<file path="src/rtl/alu_seq.sv">
// Registered ALU with a persistent C/L/F/Z/N flag register and an iterative
// one-bit-per-cycle shifter. One operation in flight at a time.
module alu_seq #(
  parameter int WIDTH = 16,
  parameter int SH_W  = $clog2(WIDTH) + 1
) (
  input  logic             clk,
  input  logic             rst_n,
  input  logic             in_valid,
  output logic             in_ready,
  input  logic [7:0]       op,
  input  logic [WIDTH-1:0] a,
  input  logic [WIDTH-1:0] b,
  output logic             out_valid,
  input  logic             out_ready,
  output logic [WIDTH-1:0] result,
  output logic [4:0]       flags,
  output logic [1:0]       dbg_state
);

  localparam logic [7:0] OP_AND  = 8'h01;
  localparam logic [7:0] OP_OR   = 8'h02;
  localparam logic [7:0] OP_XOR  = 8'h03;
  localparam logic [7:0] OP_ADD  = 8'h05;
  localparam logic [7:0] OP_ADDC = 8'h07;
  localparam logic [7:0] OP_SUB  = 8'h09;
  localparam logic [7:0] OP_CMP  = 8'h0B;
  localparam logic [7:0] OP_MOV  = 8'h0D;
  localparam logic [7:0] OP_LSH  = 8'h84;
  localparam logic [7:0] OP_ASHU = 8'h86;

  localparam int M = WIDTH - 1;
  localparam logic [WIDTH-1:0] WIDTH_V = WIDTH[WIDTH-1:0];
  localparam logic [SH_W-1:0]  WIDTH_N = WIDTH[SH_W-1:0];

  typedef enum logic [1:0] {IDLE, SHIFT, DONE} state_t;

  state_t           state;
  logic [SH_W-1:0]  cnt;
  logic             sh_left;
  logic             sh_arith;

  logic             cin;
  logic [WIDTH:0]   add_full;
  logic [WIDTH:0]   sub_full;
  logic             add_ovf;
  logic             sub_ovf;
  logic [WIDTH-1:0] b_mag;
  logic [SH_W-1:0]  sh_n;
  logic             is_shift;
  logic [WIDTH-1:0] alu_res;
  logic [4:0]       alu_flags;

  // Handshake: an operation is taken on a rising edge with in_valid && in_ready
  // (IDLE only); a result is released on a rising edge with out_valid && out_ready.
  assign in_ready  = (state == IDLE);
  assign out_valid = (state == DONE);
  assign dbg_state = state;

  always_comb begin
    cin      = (op == OP_ADDC) ? flags[0] : 1'b0;
    add_full = {1'b0, a} + {1'b0, b} + {{WIDTH{1'b0}}, cin};
    sub_full = {1'b0, a} - {1'b0, b};
    add_ovf  = (a[M] == b[M]) && (add_full[M] != a[M]);
    sub_ovf  = (a[M] != b[M]) && (sub_full[M] != a[M]);
    // Magnitude of the signed shift amount; the most-negative value saturates too.
    b_mag    = b[M] ? (~b + 1'b1) : b;
    sh_n     = (b_mag > WIDTH_V) ? WIDTH_N : b_mag[SH_W-1:0];
    is_shift = (op == OP_LSH) || (op == OP_ASHU);
  end

  always_comb begin
    alu_res   = '0;
    alu_flags = flags;
    case (op)
      OP_AND: alu_res = a & b;
      OP_OR:  alu_res = a | b;
      OP_XOR: alu_res = a ^ b;
      OP_MOV: alu_res = b;
      OP_ADD, OP_ADDC: begin
        alu_res      = add_full[M:0];
        alu_flags[0] = add_full[WIDTH];
        alu_flags[2] = add_ovf;
      end
      OP_SUB: begin
        alu_res      = sub_full[M:0];
        alu_flags[0] = sub_full[WIDTH];
        alu_flags[2] = sub_ovf;
      end
      OP_CMP: begin
        alu_res      = sub_full[M:0];
        alu_flags[1] = (b < a);
        alu_flags[2] = sub_ovf;
        alu_flags[3] = (a == b);
        alu_flags[4] = ($signed(b) < $signed(a));
      end
      default: alu_res = '0;
    endcase
  end

  always_ff @(posedge clk or negedge rst_n) begin
    if (!rst_n) begin
      state    <= IDLE;
      result   <= '0;
      flags    <= '0;
      cnt      <= '0;
      sh_left  <= 1'b0;
      sh_arith <= 1'b0;
    end else begin
      case (state)
        IDLE: begin
          if (in_valid) begin
            if (is_shift) begin
              result   <= a;
              cnt      <= sh_n;
              sh_left  <= ~b[M];
              sh_arith <= (op == OP_ASHU);
              state    <= (sh_n == '0) ? DONE : SHIFT;
            end else begin
              result <= alu_res;
              flags  <= alu_flags;
              state  <= DONE;
            end
          end
        end
        SHIFT: begin
          if (sh_left) result <= {result[M-1:0], 1'b0};
          else         result <= {sh_arith & result[M], result[M:1]};
          cnt <= cnt - 1'b1;
          if (cnt == {{(SH_W-1){1'b0}}, 1'b1}) state <= DONE;
        end
        DONE: begin
          if (out_ready) state <= IDLE;
        end
        default: state <= IDLE;
      endcase
    end
  end

endmodule

</file>
<file path="config.mk">
export PLATFORM = sky130hd
export DESIGN_NAME = alu_seq
export DESIGN_NICKNAME = d
export VERILOG_FILES = /design/src/rtl/alu_seq.sv
export SDC_FILE = /design/constraint.sdc
export NUM_CORES = 1
export LEC_CHECK = 0
export ABC_AREA = 1
export BUFFER_PORTS_ARGS = -buffer_cell sky130_fd_sc_hd__buf_2
export CORE_MARGIN = 2
export CORE_UTILIZATION = 38
export CTS_BUF_LIST = sky130_fd_sc_hd__clkbuf_2
export CTS_CLUSTER_SIZE = 12
export DETAILED_ROUTE_END_ITERATION = 8
export GPL_ROUTABILITY_DRIVEN = 0
export SLEW_MARGIN = 0
export SYNTH_ARGS = -nofsm -noshare
export SYNTH_HDL_FRONTEND = slang
export SYNTH_SLANG_ARGS = --single-unit
</file>
<file path="constraint.sdc">
create_clock -name clk -period 4.7 [get_ports clk]
set_input_delay 0.47 -clock clk [delete_from_list [all_inputs] [get_ports clk]]
set_output_delay 0.47 -clock clk [all_outputs]
set_load 0.01 [all_outputs]
</file>
==> results.py, run 1 <==
metrics = {
    "die": {
        "io-pin-count": 69,
        "start_util_pct": 38.4,
        "die_height_um": 122,
        "die-area_um2": 14800,
        "die_x_um": 122,
        "core_area_um2": 13700,
        "rows": 43,
    },
    "timing": {
        "finalMaxSlewViolations": 0,
        "slew_headroom_pct": 46.4,
        "clock_skew_ps": 18.2,
        "fin_crit_ps": 2770,
        "setup_viol": 0,
        "timing.final.crit_share_pct": 59.0,
        "worst_pin_slew_ps": 802,
        "fmax_mhz": 361,
        "grt_setup_unrepaired": "no",
        "tns_ps": 0,
        "hold_violations": 0,
    },
    "synthesis": {
        "synth-edff-count": 0,
        "ys_ff_latch": 30,
        "synth.most_common_cell": "nand2_1",
        "avgSynthCellArea_um2": 6.09,
        "synth.top_cell.area_share_pct": 15.9,
        "synth_common_cells": "203 x nand2_1, 104 x inv_1, 96 x nor2_1, 75 x a21oi_1, 70 x nand3_1",
        "syn-num-nets": 978,
        "yosysSeqAreaShare_pct": 14.3,
        "syn_area_um2": 5260,
        "synth_cell_types": 50,
        "synth_cells": 864,
        "synth_area_leader_cell": "ha_1",
        "synth_area_leaders": "ha_1 16%, nand2_1 14%, dfrtp_1 14%",
        "yosys_warnings": 0,
        "synth-async-reset-ratio_pct": 100,
        "synth-main-ff-cell": "dfrtp_1",
    },
    "setup_path": {
        "slowest_delay_ps": 430,
        "critPathMostFrequentCell": "nand2_1",
        "r2r_setup_slack_ps": 2110,
        "critPathCaptureType": "register",
        "critPathKind": "input port to register",
        "worstPathRequired_ps": 5040,
        "cp_max_fo": 5,
        "cp_cell_sequence": "buf_2 -> nor2_2 -> nand2_2 -> nor2_1 -> nand3_1 -> fa_1 -> fa_1 -> inv_1 -> nand3_1 -> nand2_1 -> nand2_1 -> nand2_1 -> nand3_1 -> nand2_1 -> nand2_1 -> a21oi_1 -> o21ai_0 -> a31oi_1",
        "critPathArrivalTime_ps": 3110,
        "critPathSlowestCell": "fa_1",
        "crit_path_start_kind": "input port",
    },
    "drt": {
        "drc": 0,
        "vias_per_cell": 5.45,
        "drtAntennaViolNets": 0,
        "drtIter0Drc": 765,
        "num_vias": 6006,
        "avgRoutedWirePerCell_um": 16.6,
        "dr.pass1.iters": 5,
        "wirelength_um": 18400,
    },
    "job": {
        "drv_cap": 0,
    },
    "placement": {
        "hpwlAfterDp_um": 14500,
        "portBuffers": 68,
        "place_area_um2": 5740,
    },
    "power_and_ir_drop": {
        "powerDensity_nw_per_um2": 233,
        "irDropWorstVdd_uv": 107,
        "p_leak_nw": 3.02,
    },
    "global_routing": {
        "met3_usage_pct": 2.76,
        "antenna_found_initial": 0,
        "overflow": 0,
        "grtUsageTotal_pct": 25.1,
        "grt_pass1_wl_um": 29300,
        "grt_pass1_vias": 5592,
        "gr-max-usage-layer": "met2",
        "gr-usage-met2_pct": 42.4,
        "use_met1_pct": 34.4,
        "grt_max_degree": 31,
    },
    "cts": {
        "clockRootBuffer": "clkbuf_2",
        "cts.sinks": 30,
        "htree_levels": 2,
        "cts_resized": 0,
        "hold_buffers": 0,
        "cts_max_path_buffers": 2,
        "clock_latency_ps": 410,
        "cts.clk_slew.worst_paths_ps": 190,
        "tritoncts": "yes",
        "cts_buffers": 5,
        "postCtsSetupBuffers": 0,
    },
    "min_path": {
        "hp-class": "input port to asynchronous set/reset pin",
    },
    "outcome": {
        "status": "finished clean",
    },
    "layout": {
        "num_antenna_cells": 0,
        "stdcell_area_um2": 5780,
        "area_growth_pct": 9.77,
        "drive_above_1_share_pct": 13.4,
        "finalNetCount": 1036,
    },
}
[placed cells by master (no fill, tap or decap), types with 2 or more instances in the layout]
cell type  netlist  final
nand4_1         15     15
o22ai_1          9      9
o21bai_1         2      2
fa_1             3      3
buf_2            9     68
a31oi_1          2      2
or2_2            7      7
nor2_4           7      7
nor2_2           6      6
o211ai_1         8      8
nor4_1           2      2
dfrtp_1         30     30
inv_1          104    104
nor2_1          96     96
nand2_2          7      7
o2111ai_1        2      2
o31ai_1          2      2
a21o_1           2      2
xor2_1           2      2
a211oi_1         4      4
o21ai_1          6      6
buf_4            5      3
nand3b_1         2      2
clkbuf_2         0      6
inv_2           11     11
nand2_1        203    203
o21ai_2          2      2
a221oi_1         2      2
o221ai_1         5      5
o21a_1           3      3
a22oi_1          7      7
o21ai_0         54     54
a21boi_1         5      5
a21oi_1         75     75
nor3_1           7      7
ha_1            67     67
a21boi_0         3      3
clkinv_1         2      3
nand3_1         70     70
[power by group]
part	internal [mW]	switching, mW	total (mW)
logic	0.288	0.511	0.799
clock network	0.0365	0.103	0.139
registers	0.337	0.0707	0.408
[area by class of cell]
cell class | instances | area [um^2]
Inverter | 117 | 439
Timing Repair Buffer | 71 | 363
Clock inverter | 2 | 8.76
Clock buffer | 6 | 30.0
Tap cell | 180 | 225
Multi-Input combinational cell | 697 | 3960
Sequential cell | 30 | 751
Fill cell | 1536 | 7940
[worst max-delay path, delay by kind of cell]
kind	cells	cell delay, ps
buf+inv	2	180
fa+ha+maj	2	820
compound gates	3	350
simple gates	11	1280
[sequential cells by signal (all words and copies together), names as in the netlist]
register / cells
flags: 5
cnt: 5
sh_arith: 1
dbg_state: 2
result: 16
sh_left: 1
[per-stage QoR]
stage | power, mW | setup slack (ps) | hold slack (ps) | util, % | cells
detailed placement | 1.20 | 1510 | 471 | 41.8 | 1095
global route | 1.47 | 1670 | 124 | 42.1 | 1103
finish | 1.35 | 1930 | 84.2 | 42.1 | 1103
floorplan | 0.931 | 2000 | 174 | - | 864
global placement | 1.20 | 1550 | 470 | 41.8 | 1095
CTS | 1.34 | 1940 | 90.6 | 42.1 | 1103
[kinds of logic (layout without fill, tap and decap cells)]
kind of cell	after synthesis	after routing	share of synthesized area (%)
and+or+nand+nor	429	429	36.2
AOI/OAI and AO/OA	196	196	21.7
buffers and inverters	137	196	10.5
adders and majority gates	70	70	17.1
DFF	30	30	14.3
xor gates and xnor gates	2	2	0.333
[final timing paths]
kind / from / end / cells after the start
hold reg to reg: flags[4] / flags[4] / 2
hold / removal: rst_n / result[5] / 1
min in group clk: op[0] / sh_arith / 2
setup reg to reg: flags[0] / flags[0] / 14
setup / recovery: op[5] / flags[0] / 18
max in group asynchronous: rst_n / cnt[4] / 1
[metal layers]
metal	share of wire, %	vias to the layer above
met5	0	-
met4	1.7	0
met3	7.1	23
met2	46	258
met1	45	2741
li1	-	2984
Power figures use the tool's default switching activity.
==> run 2, diff against run 1 <==
==> constraint.sdc (replaced) <==
create_clock -name clk -period 2.5 [get_ports clk]
set_input_delay 0.25 -clock clk [delete_from_list [all_inputs] [get_ports clk]]
set_output_delay 0.25 -clock clk [all_outputs]
set_load 0.01 [all_outputs]
==> run 2 against run 1 <==
Effect of this change:
- worst hold slack improved by 66 ps
- non-clock buffer count is 58 higher
- via count up 2.1%
- critical path type is now register to register
- global-route usage is 0.24 points higher
- clock power is 82% higher
- total power up 95%
==> results.py, run 2 (synthesized netlist as in run 1, its figures left out) <==
metrics = {
    "outcome": {
        "status": "finished clean",
    },
    "die": {
        "start_util_pct": 38.4,
        "die-area_um2": 14800,
        "core_area_um2": 13700,
        "die_x_um": 122,
        "die_height_um": 122,
        "rows": 43,
        "io-pin-count": 69,
    },
    "setup_path": {
        "r2r_setup_slack_ps": 110,
        "crit_path_start": "flags[0]",
        "ff2ff_path_depth": 15,
        "critPathKind": "register to register",
        "critPathArrivalTime_ps": 2690,
        "timing.rr.end": "result[15]",
        "worstPathRequired_ps": 2800,
        "cp_cell_sequence": "nand3_2 -> fa_2 -> buf_4 -> inv_1 -> nand3_1 -> nand2_1 -> nand2_1 -> nand2_1 -> nand3_1 -> nand2_1 -> nand2_1 -> nand3_1 -> nand3_1 -> o21ai_1 -> nand2_1",
        "slowest_delay_ps": 430,
        "reg2reg_from": "flags[0]",
        "cp_max_fo": 5,
        "critPathSlowestCell": "fa_2",
        "critPathMostFrequentCell": "nand2_1",
        "critPathCaptureType": "register",
        "crit_path_start_kind": "register",
    },
    "timing": {
        "hold_slack_ps": 150,
        "clock_skew_ps": 18.0,
        "finalMaxSlewViolations": 0,
        "fmax_mhz": 419,
        "timing.final.crit_share_pct": 95.5,
        "hold_violations": 0,
        "fin_crit_ps": 2390,
        "setup_viol": 0,
        "worst_pin_slew_ps": 701,
        "layout_setup_ws_ps": 112,
        "tns_ps": 0,
        "slew_headroom_pct": 53.3,
    },
    "layout": {
        "finalNetCount": 1094,
        "final_common_cell": "nand2_1",
        "reg_top3": "result x16, cnt x5, flags x5",
        "layout_common_cells": "198 x nand2_1, 103 x inv_1, 95 x nor2_1",
        "num_antenna_cells": 0,
        "final_core_util_pct": 45.6,
        "finalNonFillerCells": 1161,
        "drive_above_1_share_pct": 19.7,
        "largest_register": "result",
        "fillers": 1539,
        "stdcell_area_um2": 6260,
        "largest_register_ffs": 16,
        "area_growth_pct": 19.0,
    },
    "global_routing": {
        "grtUsageTotal_pct": 25.4,
        "antenna_found_initial": 0,
        "overflow": 0,
        "grt_pass1_vias": 5682,
        "grt_pass1_wl_um": 29500,
        "grt_max_degree": 31,
    },
    "job": {
        "drv_cap": 0,
    },
    "cts": {
        "clockRootBuffer": "clkbuf_2",
        "cts.sinks": 30,
        "clock_latency_ps": 390,
        "tritoncts": "yes",
        "cts_max_path_buffers": 2,
        "htree_levels": 2,
        "cts_buffers": 5,
        "cts.clk_slew.worst_paths_ps": 160,
    },
    "placement": {
        "hpwlAfterDp_um": 14800,
        "portBuffers": 68,
        "dp_slack_ps": -385,
        "place_area_um2": 6150,
        "placed_cells_incl_taps": 1150,
    },
    "drt": {
        "wirelength_um": 18500,
        "dr.pass1.iters": 5,
        "drc": 0,
        "drtIter0Drc": 492,
        "vias_per_cell": 5.28,
        "drtAntennaViolNets": 0,
        "num_vias": 6130,
        "avgRoutedWirePerCell_um": 16.0,
    },
    "power_and_ir_drop": {
        "irDropWorstVdd_uv": 227,
        "p_leak_nw": 3.30,
        "powerDensity_nw_per_um2": 420,
        "total_power_mw": 2.63,
    },
    "min_path": {
        "hold_end": "sh_arith",
        "hp-class": "input port to register",
        "hold_depth": 3,
        "worstHoldStart": "op[0]",
    },
}
## run 2: where the power goes
part / internal, mW / switching [mW]
combinational: 0.617 / 0.993
sequential: 0.634 / 0.133
clock: 0.0686 / 0.184
## run 2: area by class of cell
type	instances	area, um^2	area share (%)
multi-input cells	697	4010	64.0
repair buffers	129	801	12.8
flip-flops and latches	30	751	12.0
inverters	117	439	7.01
well taps	180	225	3.60
clock buffers	6	30.0	0.480
clock inverters	2	8.76	0.140
## run 2: what timing repair did
action,in CTS,in global routing
endpoints found under the hold margin,30,0
endpoints found under the setup margin,1,6
hold buffers,1,0
buffers inserted,0,2
pin swaps,0,6
resized for setup,1,13
## run 2: per-layer routing
layer | share of wire (%) | track usage (%) | vias up
met1 | 47 | 35.0 | 2791
li1 | - | - | 3099
met2 | 46 | 41.7 | 216
met3 | 5.6 | 2.57 | 24
met4 | 2.1 | 7.83 | 0
met5 | 0 | 0 | -
## run 2: worst max path at each step
stage / endpoint / slack [ps] / cells after the start
global placement: flags[0] / -330 / 18
detailed placement: flags[0] / -380 / 18
finish: result[15] / 110 / 15
floorplan: flags[0] / 20 / 17
global route: result[14] / -2 / 15
CTS: flags[0] / 20 / 14
## run 2: worst max-delay path: cells and delay by family, from the launching register on
family | cells | cell delay (ps)
buffers and inverters | 2 | 180
AND/OR/NAND/NOR | 11 | 1150
adder cells (fa/ha/maj) | 1 | 430
flip-flops | 1 | 410
AO/OA/AOI/OAI | 1 | 120
